File: config.mk
export PLATFORM = sky130hd
export DESIGN_NAME = bcd_xs3_seq_ctrl
export DESIGN_NICKNAME = d
export VERILOG_FILES = /design/src/rtl/bcd_xs3_pkg.sv /design/src/rtl/bcd_digit_xs3.sv /design/src/rtl/bcd_xs3_seq_ctrl.sv
export SDC_FILE = /design/constraint.sdc
export NUM_CORES = 1
export LEC_CHECK = 0
export BUFFER_PORTS_ARGS = -buffer_cell sky130_fd_sc_hd__buf_2
export CAP_MARGIN = 20
export CORE_MARGIN = 2
export CORE_UTILIZATION = 53
export CTS_CLUSTER_DIAMETER = 200
export CTS_CLUSTER_SIZE = 20
export DETAILED_ROUTE_END_ITERATION = 12
export GPL_ROUTABILITY_DRIVEN = 0
export PLACE_DENSITY = 0.78
export SLEW_MARGIN = 20
export SYNTH_ARGS = -nofsm -noshare
export SYNTH_HDL_FRONTEND = slang
export SYNTH_SLANG_ARGS = --single-unit
File: constraint.sdc
create_clock -name clk -period 3.25 [get_ports clk]
set_clock_uncertainty 0.15 [all_clocks]
set_input_delay 0.325 -clock clk [delete_from_list [all_inputs] [get_ports clk]]
set_output_delay 0.325 -clock clk [all_outputs]
set_load 0.01 [all_outputs]
File: src/rtl/bcd_xs3_pkg.sv
// Purpose: shared types and constants for the BCD -> Excess-3 sequencer.
// Latency: n/a (declarations only).
// Backpressure: n/a.
// Contents: FSM state enum, XS3 digit offset, largest legal BCD digit,
//   upper bound on digits per word.
package bcd_xs3_pkg;

  typedef enum logic [1:0] {
    IDLE = 2'd0,
    CONV = 2'd1,
    DONE = 2'd2
  } state_e;

  localparam logic [3:0] XS3_OFFSET = 4'd3;
  localparam logic [3:0] BCD_MAX    = 4'd9;
  localparam int         MAX_DIGITS = 16;

endpackage

File: src/rtl/bcd_digit_xs3.sv
// Purpose: single-digit BCD -> Excess-3 converter (4-bit add of 3, no carry out).
// Latency: combinational, zero cycles.
// Backpressure: none; pure function of its input.
// Ports:
//   bcd_dat  in  4  BCD digit
//   xs3_dat  out 4  bcd_dat + 3 (mod 16)
module bcd_digit_xs3 (
  input  logic [3:0] bcd_dat,
  output logic [3:0] xs3_dat
);
  import bcd_xs3_pkg::*;

  // Ripple add of the constant 4'b0011 reduced to gates. The carry out of
  // bit 3 is dropped: digits never carry into their neighbour.
  logic c1;
  logic c2;

  assign c1         = bcd_dat[1] | bcd_dat[0];
  assign c2         = bcd_dat[2] & c1;
  assign xs3_dat[0] = ~bcd_dat[0];
  assign xs3_dat[1] = ~(bcd_dat[1] ^ bcd_dat[0]);
  assign xs3_dat[2] = bcd_dat[2] ^ c1;
  assign xs3_dat[3] = bcd_dat[3] ^ c2;

endmodule

File: src/rtl/bcd_xs3_seq_ctrl.sv
// Purpose: converts a packed NUM_DIGITS-digit BCD word to Excess-3, one digit per clock,
//   through one shared bcd_digit_xs3 instance. One word in flight at a time.
// Latency: out_valid rises NUM_DIGITS clocks after the accepting edge; one word per
//   NUM_DIGITS+2 clocks with out_ready held high.
// Backpressure: result held in DONE until out_ready; in_ready is high only in IDLE.
// Ports:
//   clk, rst            clock; asynchronous active-high reset
//   in_valid/in_ready   producer handshake; in_bcd packed BCD, digit 0 = bits [3:0]
//   out_valid/out_ready consumer handshake; out_xs3 packed XS3, out_err bad-digit flag
//   busy                high while a word is in CONV or DONE
// Build option: define BCD_CHECK_EN to flag digits > 9 on out_err and zero their
//   result nibble; without it out_err stays 0.
module bcd_xs3_seq_ctrl #(
  parameter  int NUM_DIGITS = 4,
  localparam int DW         = 4 * NUM_DIGITS
) (
  input  logic          clk,
  input  logic          rst,
  input  logic          in_valid,
  output logic          in_ready,
  input  logic [DW-1:0] in_bcd,
  output logic          out_valid,
  input  logic          out_ready,
  output logic [DW-1:0] out_xs3,
  output logic          out_err,
  output logic          busy
);
  import bcd_xs3_pkg::*;

  localparam int CW = (NUM_DIGITS > 1) ? $clog2(NUM_DIGITS) : 1;
  localparam logic [CW-1:0] LAST_CNT = CW'(NUM_DIGITS - 1);

  state_e        state_q,     state_d;
  logic [CW-1:0] cnt_q,       cnt_d;
  logic [DW-1:0] cap_q,       cap_d;
  logic [DW-1:0] xs3_q,       xs3_d;
  logic          err_q,       err_d;
  logic          in_ready_q,  in_ready_d;
  logic          out_valid_q, out_valid_d;
  logic          busy_q,      busy_d;

  logic [3:0]    dig_bcd;
  logic [3:0]    dig_xs3;
  logic [3:0]    dig_res;

  // Digit select: the counter steers one captured nibble into the converter.
  always_comb begin
    dig_bcd = 4'd0;
    for (int i = 0; i < NUM_DIGITS; i++) begin
      if (cnt_q == CW'(i)) begin
        dig_bcd = cap_q[i*4 +: 4];
      end
    end
  end

  bcd_digit_xs3 u_digit (
    .bcd_dat (dig_bcd),
    .xs3_dat (dig_xs3)
  );

  always_comb begin
    state_d     = state_q;
    cnt_d       = cnt_q;
    cap_d       = cap_q;
    xs3_d       = xs3_q;
    err_d       = err_q;
    in_ready_d  = in_ready_q;
    out_valid_d = out_valid_q;
    busy_d      = busy_q;
    dig_res     = dig_xs3;

    unique case (state_q)
      IDLE: begin
        if (in_valid && in_ready_q) begin
          cap_d      = in_bcd;
          cnt_d      = '0;
          xs3_d      = '0;
          err_d      = 1'b0;
          in_ready_d = 1'b0;
          busy_d     = 1'b1;
          state_d    = CONV;
        end
      end

      CONV: begin
`ifdef BCD_CHECK_EN
        // Sticky for the rest of the word; the offending nibble reads as zero.
        if (dig_bcd > BCD_MAX) begin
          dig_res = 4'd0;
          err_d   = 1'b1;
        end
`endif
        for (int i = 0; i < NUM_DIGITS; i++) begin
          if (cnt_q == CW'(i)) begin
            xs3_d[i*4 +: 4] = dig_res;
          end
        end
        if (cnt_q == LAST_CNT) begin
          out_valid_d = 1'b1;
          state_d     = DONE;
        end else begin
          cnt_d = cnt_q + CW'(1);
        end
      end

      DONE: begin
        // Release goes to IDLE first, so no word is accepted on the release edge.
        if (out_ready) begin
          out_valid_d = 1'b0;
          in_ready_d  = 1'b1;
          busy_d      = 1'b0;
          state_d     = IDLE;
        end
      end

      default: begin
        out_valid_d = 1'b0;
        in_ready_d  = 1'b1;
        busy_d      = 1'b0;
        state_d     = IDLE;
      end
    endcase
  end

  always_ff @(posedge clk or posedge rst) begin
    if (rst) begin
      state_q     <= IDLE;
      cnt_q       <= '0;
      cap_q       <= '0;
      xs3_q       <= '0;
      err_q       <= 1'b0;
      in_ready_q  <= 1'b1;
      out_valid_q <= 1'b0;
      busy_q      <= 1'b0;
    end else begin
      state_q     <= state_d;
      cnt_q       <= cnt_d;
      cap_q       <= cap_d;
      xs3_q       <= xs3_d;
      err_q       <= err_d;
      in_ready_q  <= in_ready_d;
      out_valid_q <= out_valid_d;
      busy_q      <= busy_d;
    end
  end

  assign in_ready  = in_ready_q;
  assign out_valid = out_valid_q;
  assign out_xs3   = xs3_q;
  assign out_err   = err_q;
  assign busy      = busy_q;

endmodule

; ---- Word-level counts from Yosys, hierarchy flattened
; Cells that the tools add are included.
[classes]
n_addsub = 1
n_eq_ne = 12
n_mux = 25
n_bitwise = 9
reduce_logical = 13
[op_table]
columns = operator, n
row1 = $mux 4, 8
row2 = $pmux 16 s2, 1
row3 = $reduce_and 3->1, 8
row4 = $mux 16, 1
row5 = $ne 2x2->1 const B, 7
row6 = $mux 2, 5
row7 = $pmux 1 s3, 3
row8 = $eq 2x2->1 const B, 3
row9 = $pmux 2 s3, 1
row10 = $mux 1, 5
row11 = $eq 2x1->1 const B, 2
row12 = $logic_not 2->1, 2
row13 = $not 1->1, 4
row14 = $pmux 2 s2, 1
row15 = $xor 1x1->1, 3
row16 = $add 2x1->2 const B, 1
row17 = $reduce_and 2->1, 1
row18 = $reduce_bool 2->1, 1
row19 = $and 1x1->1, 1
row20 = $logic_and 1x1->1, 1
row21 = $or 1x1->1, 1
[word_totals]
ff_bits = 39
input_bits = 20
out_inout_bits = 20
elab_cells = 70

; ---- Depth between registers and ports, before layout
[logic_depth]
depth_word = 10
mapped_depth = 11

; ---- Hierarchy
; Synthesis repeated with hierarchy kept, for this count alone.
[hier_totals]
cells_unflattened = 136
hier_area_um2 = 1745.4
[by_module_without_submodules]
columns = module, n_inst, cells_each, area_each_um2, seq_area_each_um2
row1 = bcd_xs3_seq_ctrl, 1, 129, 1696.6, 977.2
row2 = bcd_digit_xs3, 1, 7, 48.8, 0.0

; ---- Worst setup path after synthesis
; Ideal clock, no wire load.
[synth_timing]
path_type = reg-to-reg
startpoint = register cnt_q[0]
endpoint = register xs3_q[15] (netlist: out_xs3[15])
setup_ns = 0.122
arrival_time_ns = 2.050
path_slack_ns = 0.929
path_stages_with_launch = 11
n_path_buf = 0
period_less_slack_ns = 2.321
path_cell_list = dfrtp_1 inv_1 ha_1 inv_2 or3_1 nand3_1 ha_1 inv_1 ha_1 xor2_1 a32o_1
[synth_via]
elab_chain_cells = 10
[synth_rtl]
columns = element, line
row1 = "start, declared", bcd_xs3_seq_ctrl.sv:34  ; logic [CW-1:0] cnt_q, cnt_d;
row2 = "start signal, assigned", bcd_xs3_seq_ctrl.sv:137  ; cnt_q <= cnt_d;
row3 = $logic_not 2->1, bcd_xs3_seq_ctrl.sv:50  ; if (cnt_q == CW'(i)) begin
row4 = $mux 4 (4 in series), bcd_xs3_seq_ctrl.sv:50
row5 = $or 1x1->1, bcd_digit_xs3.sv:18  ; assign c1 = bcd_dat[1] | bcd_dat[0];
row6 = $and 1x1->1, bcd_digit_xs3.sv:19  ; assign c2 = bcd_dat[2] & c1;
row7 = $xor 1x1->1, bcd_digit_xs3.sv:23  ; assign xs3_dat[3] = bcd_dat[3] ^ c2;
row8 = $mux 4, bcd_xs3_seq_ctrl.sv:94  ; if (cnt_q == CW'(i)) begin
row9 = $pmux 16 s2, bcd_xs3_seq_ctrl.sv:72  ; unique case (state_q)
row10 = "end signal, assigned", bcd_xs3_seq_ctrl.sv:139  ; xs3_q <= xs3_d;
row11 = "end, declared", bcd_xs3_seq_ctrl.sv:36  ; logic [DW-1:0] xs3_q, xs3_d;
; Several ways; a longest one is shown, not always the timed one. The select of a mux whose other input is x is not followed.
; A chain may end at the register's enable or synchronous reset.

; ---- Worst setup path after layout
; Same ends and word-level chain as after synthesis.

==> metrics.md <==
| Metric | Value |
|---|---|
| Crit path capture type | flop |
| Power Internal | 0.00120 W |
| Final Max Slew Viols | 0 |
| Sw Share | 37.1% |
| I/O Buffers | 38 |
| Fmax | 0.396 GHz |
| Hold depth | 2 |
| Post-synth cell types | 37 |
| Vias in the first global route | 1290 |
| Count leader, synth | dfrtp_1 |
| Antenna Violating Nets Remaining | 0 |
| Via total after detailed routing | 1301 |
| Reg2Reg Setup Slack | 720 ps |
| Synthesis-to-layout area growth | 16.2% |
| Synth Instances | 153 |
| Hold Crit Class | primary input to flop |
| Synth top area cells | dfrtp_1 (52%), mux2_2 (12%), ha_1 (4.1%) |
| Leading area contributor after synthesis | dfrtp_1 |
| Hold path startpoint | in_bcd[14] |
| DP Worst Slack | 729 ps |
| Initial antenna violation count | 0 |
| Avg Synthesized Cell Area | 11.9 sq um |
| CP required | 3350 ps |
| I/O pin cnt | 40 |
| Main synth FF type | dfrtp_1 |
| DRT Pass-1 Iters | 4 |
| FF-to-FF Start | cnt_q[0] |
| Pleak | 1.05 nW |
| Die Area | 0.00391 sq mm |
| Largest net degree at the start of global routing | 22 |
| Post-CTS Setup Repair Bufs | 0 |
| Post-route worst setup slack | 723 ps |
| Seq pwr share | 43.6% |
| Worst Hold Endpoint | cap_q[14] |
| Antenna diode count | 0 |
| Core area | 0.00331 sq mm |
| Synthesized flop and latch total | 39 |
| TritonCTS clock tree | yes |
| CP Data Arrival Time | 2620 ps |
| Least-Margin Pin Slew | 677 ps |
| Worst vdd rail ir drop | 0.402 mV |
| Fraction of layout cells with a size suffix above 1 | 36.9% |
| RSZ-0062 raised after global routing | no |
| Sequential fraction of the synthesis area | 53.9% |
| Power per Cell Area | 909 mW/mm^2 |
| Max-slew headroom | 54.8% |
| GRT Util Overall | 20.1% |
| Setup violations, final | 0 |
| Clock sinks | 39 |
| Post-synth EDFFs | 0 |
| CTS H-tree lvls | 2 |
| Setup_tns | 0 ps |
| Nets | 220 |
| Critical Path Source Type | flop |
| Routed WL | 3430 um |
| Max-cap violations | 0 |
| Period utilization | 77.8% |
| Outcome | complete, no violations |
| DR WL/cell | 14.2 um |
| Die height | 62.5 um |
| Final Critical Period | 2530 ps |
| YS warnings | 0 |
| Setup Crit Path Kind | flop to flop |
| Iter 0 DRT Violations | 61 |
| Starting density of the core | 54.8% |
| Clock Power Share | 14.5% |
| Root Buffer Master | clkbuf_4 |
| Clk pin slew, worst setup/hold paths | 110 ps |
| Post-synth top area share | 52.4% |
| Synth Net Count | 179 |
| Global-route wire length before repair | 6060 um |
| Async S/R FF share, synth | 100% |
| Switching pwr | 0.000711 W |
| DR vias/cell | 5.40 |
| Critical path fanouts, max | 7 |
| Final Hold Viols | 0 |
| Worst flop-to-flop path endpoint | out_xs3[15] |
| Grt total ovfl | 0 |
| DRC | 0 |
| Clock buffer depth | 2 |
| Post-synth design cell area | 0.00181 sq mm |
| FP Rows | 21 |
| Comb pwr share | 41.9% |
| Die X | 62.5 um |
| CTS Buf Count | 5 |
| Post-DP HPWL | 2630 um |
| Clock Latency Late Sink | 350 ps |
| Post-synth top cells | dfrtp_1 (38), nand2_1 (20), mux2_2 (19) |
| Worst R2R Path Depth | 10 |
[through the flow]
step	area [sq um]	power, W	hold WS (ps)	util [%]	std cells
after floorplan	1810	0.00141	308	-	153
after global placement	2030	0.00160	283	61.3	232
after detailed placement	2030	0.00165	304	61.3	232
after CTS	2110	0.00193	39.7	63.7	241
after global routing	2110	0.00208	30.3	63.7	241
final	2110	0.00192	49.5	63.7	241
[registers in the layout, indices dropped and copies added (netlist names)]
register / cells
cnt_q: 2
state_q: 2
out_valid: 1
in_ready: 1
busy: 1
out_xs3: 16
cap_q: 16
[layout make-up]
type	count	area, sq um
flip-flops and latches	39	977
clock buffers	8	68.8
repair buffers	40	208
multi-input cells	103	778
well taps	46	57.6
fillers	269	1200
inverters	5	18.8
[repair_timing]
action / 4_1_cts / 5_1_grt
endpoints found under the hold margin: 18 / 0
endpoints found under the setup margin: 0 / 0
resized for setup: 0 / 0
hold buffers: 1 / 0
[layout by cell type, fill, tap and decap left out, drive strengths merged, types with 2 or more instances in the layout]
cell    instances
buf            39
dfrtp          38
mux2           22
nand2          20
o21ai          11
clkbuf          8
ha              6
nor2            6
a21oi           5
inv             5
a21o            4
nand3b          4
nand2b          3
o31ai           3
a211oi          3
nor2b           2
a32o            2
[power by group through the flow]
stage | Sequential [W] | Combinational [W] | Clock [W]
after floorplan | 0.000843 | 0.000565 | 0
final | 0.000836 | 0.000802 | 0.000277
after global routing | 0.000864 | 0.000903 | 0.000310
after global placement | 0.000833 | 0.000765 | 0
after detailed placement | 0.000848 | 0.000807 | 0
after CTS | 0.000837 | 0.000811 | 0.000285
[critical path, cell delays in order (launching register included)]
cell and delay, ps:
dfrtp_1 420, inv_1 120, ha_1 310, inv_2 90, or3_1 390, nand3_1 100, ha_1 140, inv_1 40
ha_1 210, xor2_1 180, a32o_1 280
[logic make-up (layout without fill, tap and decap cells)]
| kind of cell | count (synthesis) | in the layout | synth area share, % |
|---|---|---|---|
| AO/OA/AOI/OAI | 33 | 33 | 12.1 |
| flip-flops | 39 | 39 | 53.9 |
| buffers and inverters | 11 | 53 | 3.24 |
| adder cells (fa/ha/maj) | 6 | 6 | 4.14 |
| multiplexers | 22 | 22 | 13.7 |
| other | 1 | 1 | 0.207 |
| AND/OR/NAND/NOR | 39 | 39 | 11.9 |
| XOR/XNOR | 2 | 2 | 0.966 |
[metal layers]
metal	track usage [%]	up-vias	part of all wire, %
met5	0	-	0
met4	9.17	0	2.0
met3	4.86	8	5.1
met2	34.4	40	51
met1	24.0	635	42
li1	-	618	-
[worst max path at each step]
stage / start / cells after the start / slack [ps] / end
floorplan: cnt_q[0] / 10 / 930 / out_xs3[15]
global placement: cnt_q[0] / 10 / 860 / out_xs3[15]
detailed placement: cnt_q[0] / 10 / 730 / out_xs3[15]
CTS: cnt_q[0] / 10 / 720 / out_xs3[15]
global route: cnt_q[0] / 10 / 570 / out_xs3[7]
finish: cnt_q[0] / 10 / 720 / out_xs3[15]
(Power assumes the default switching activity.)
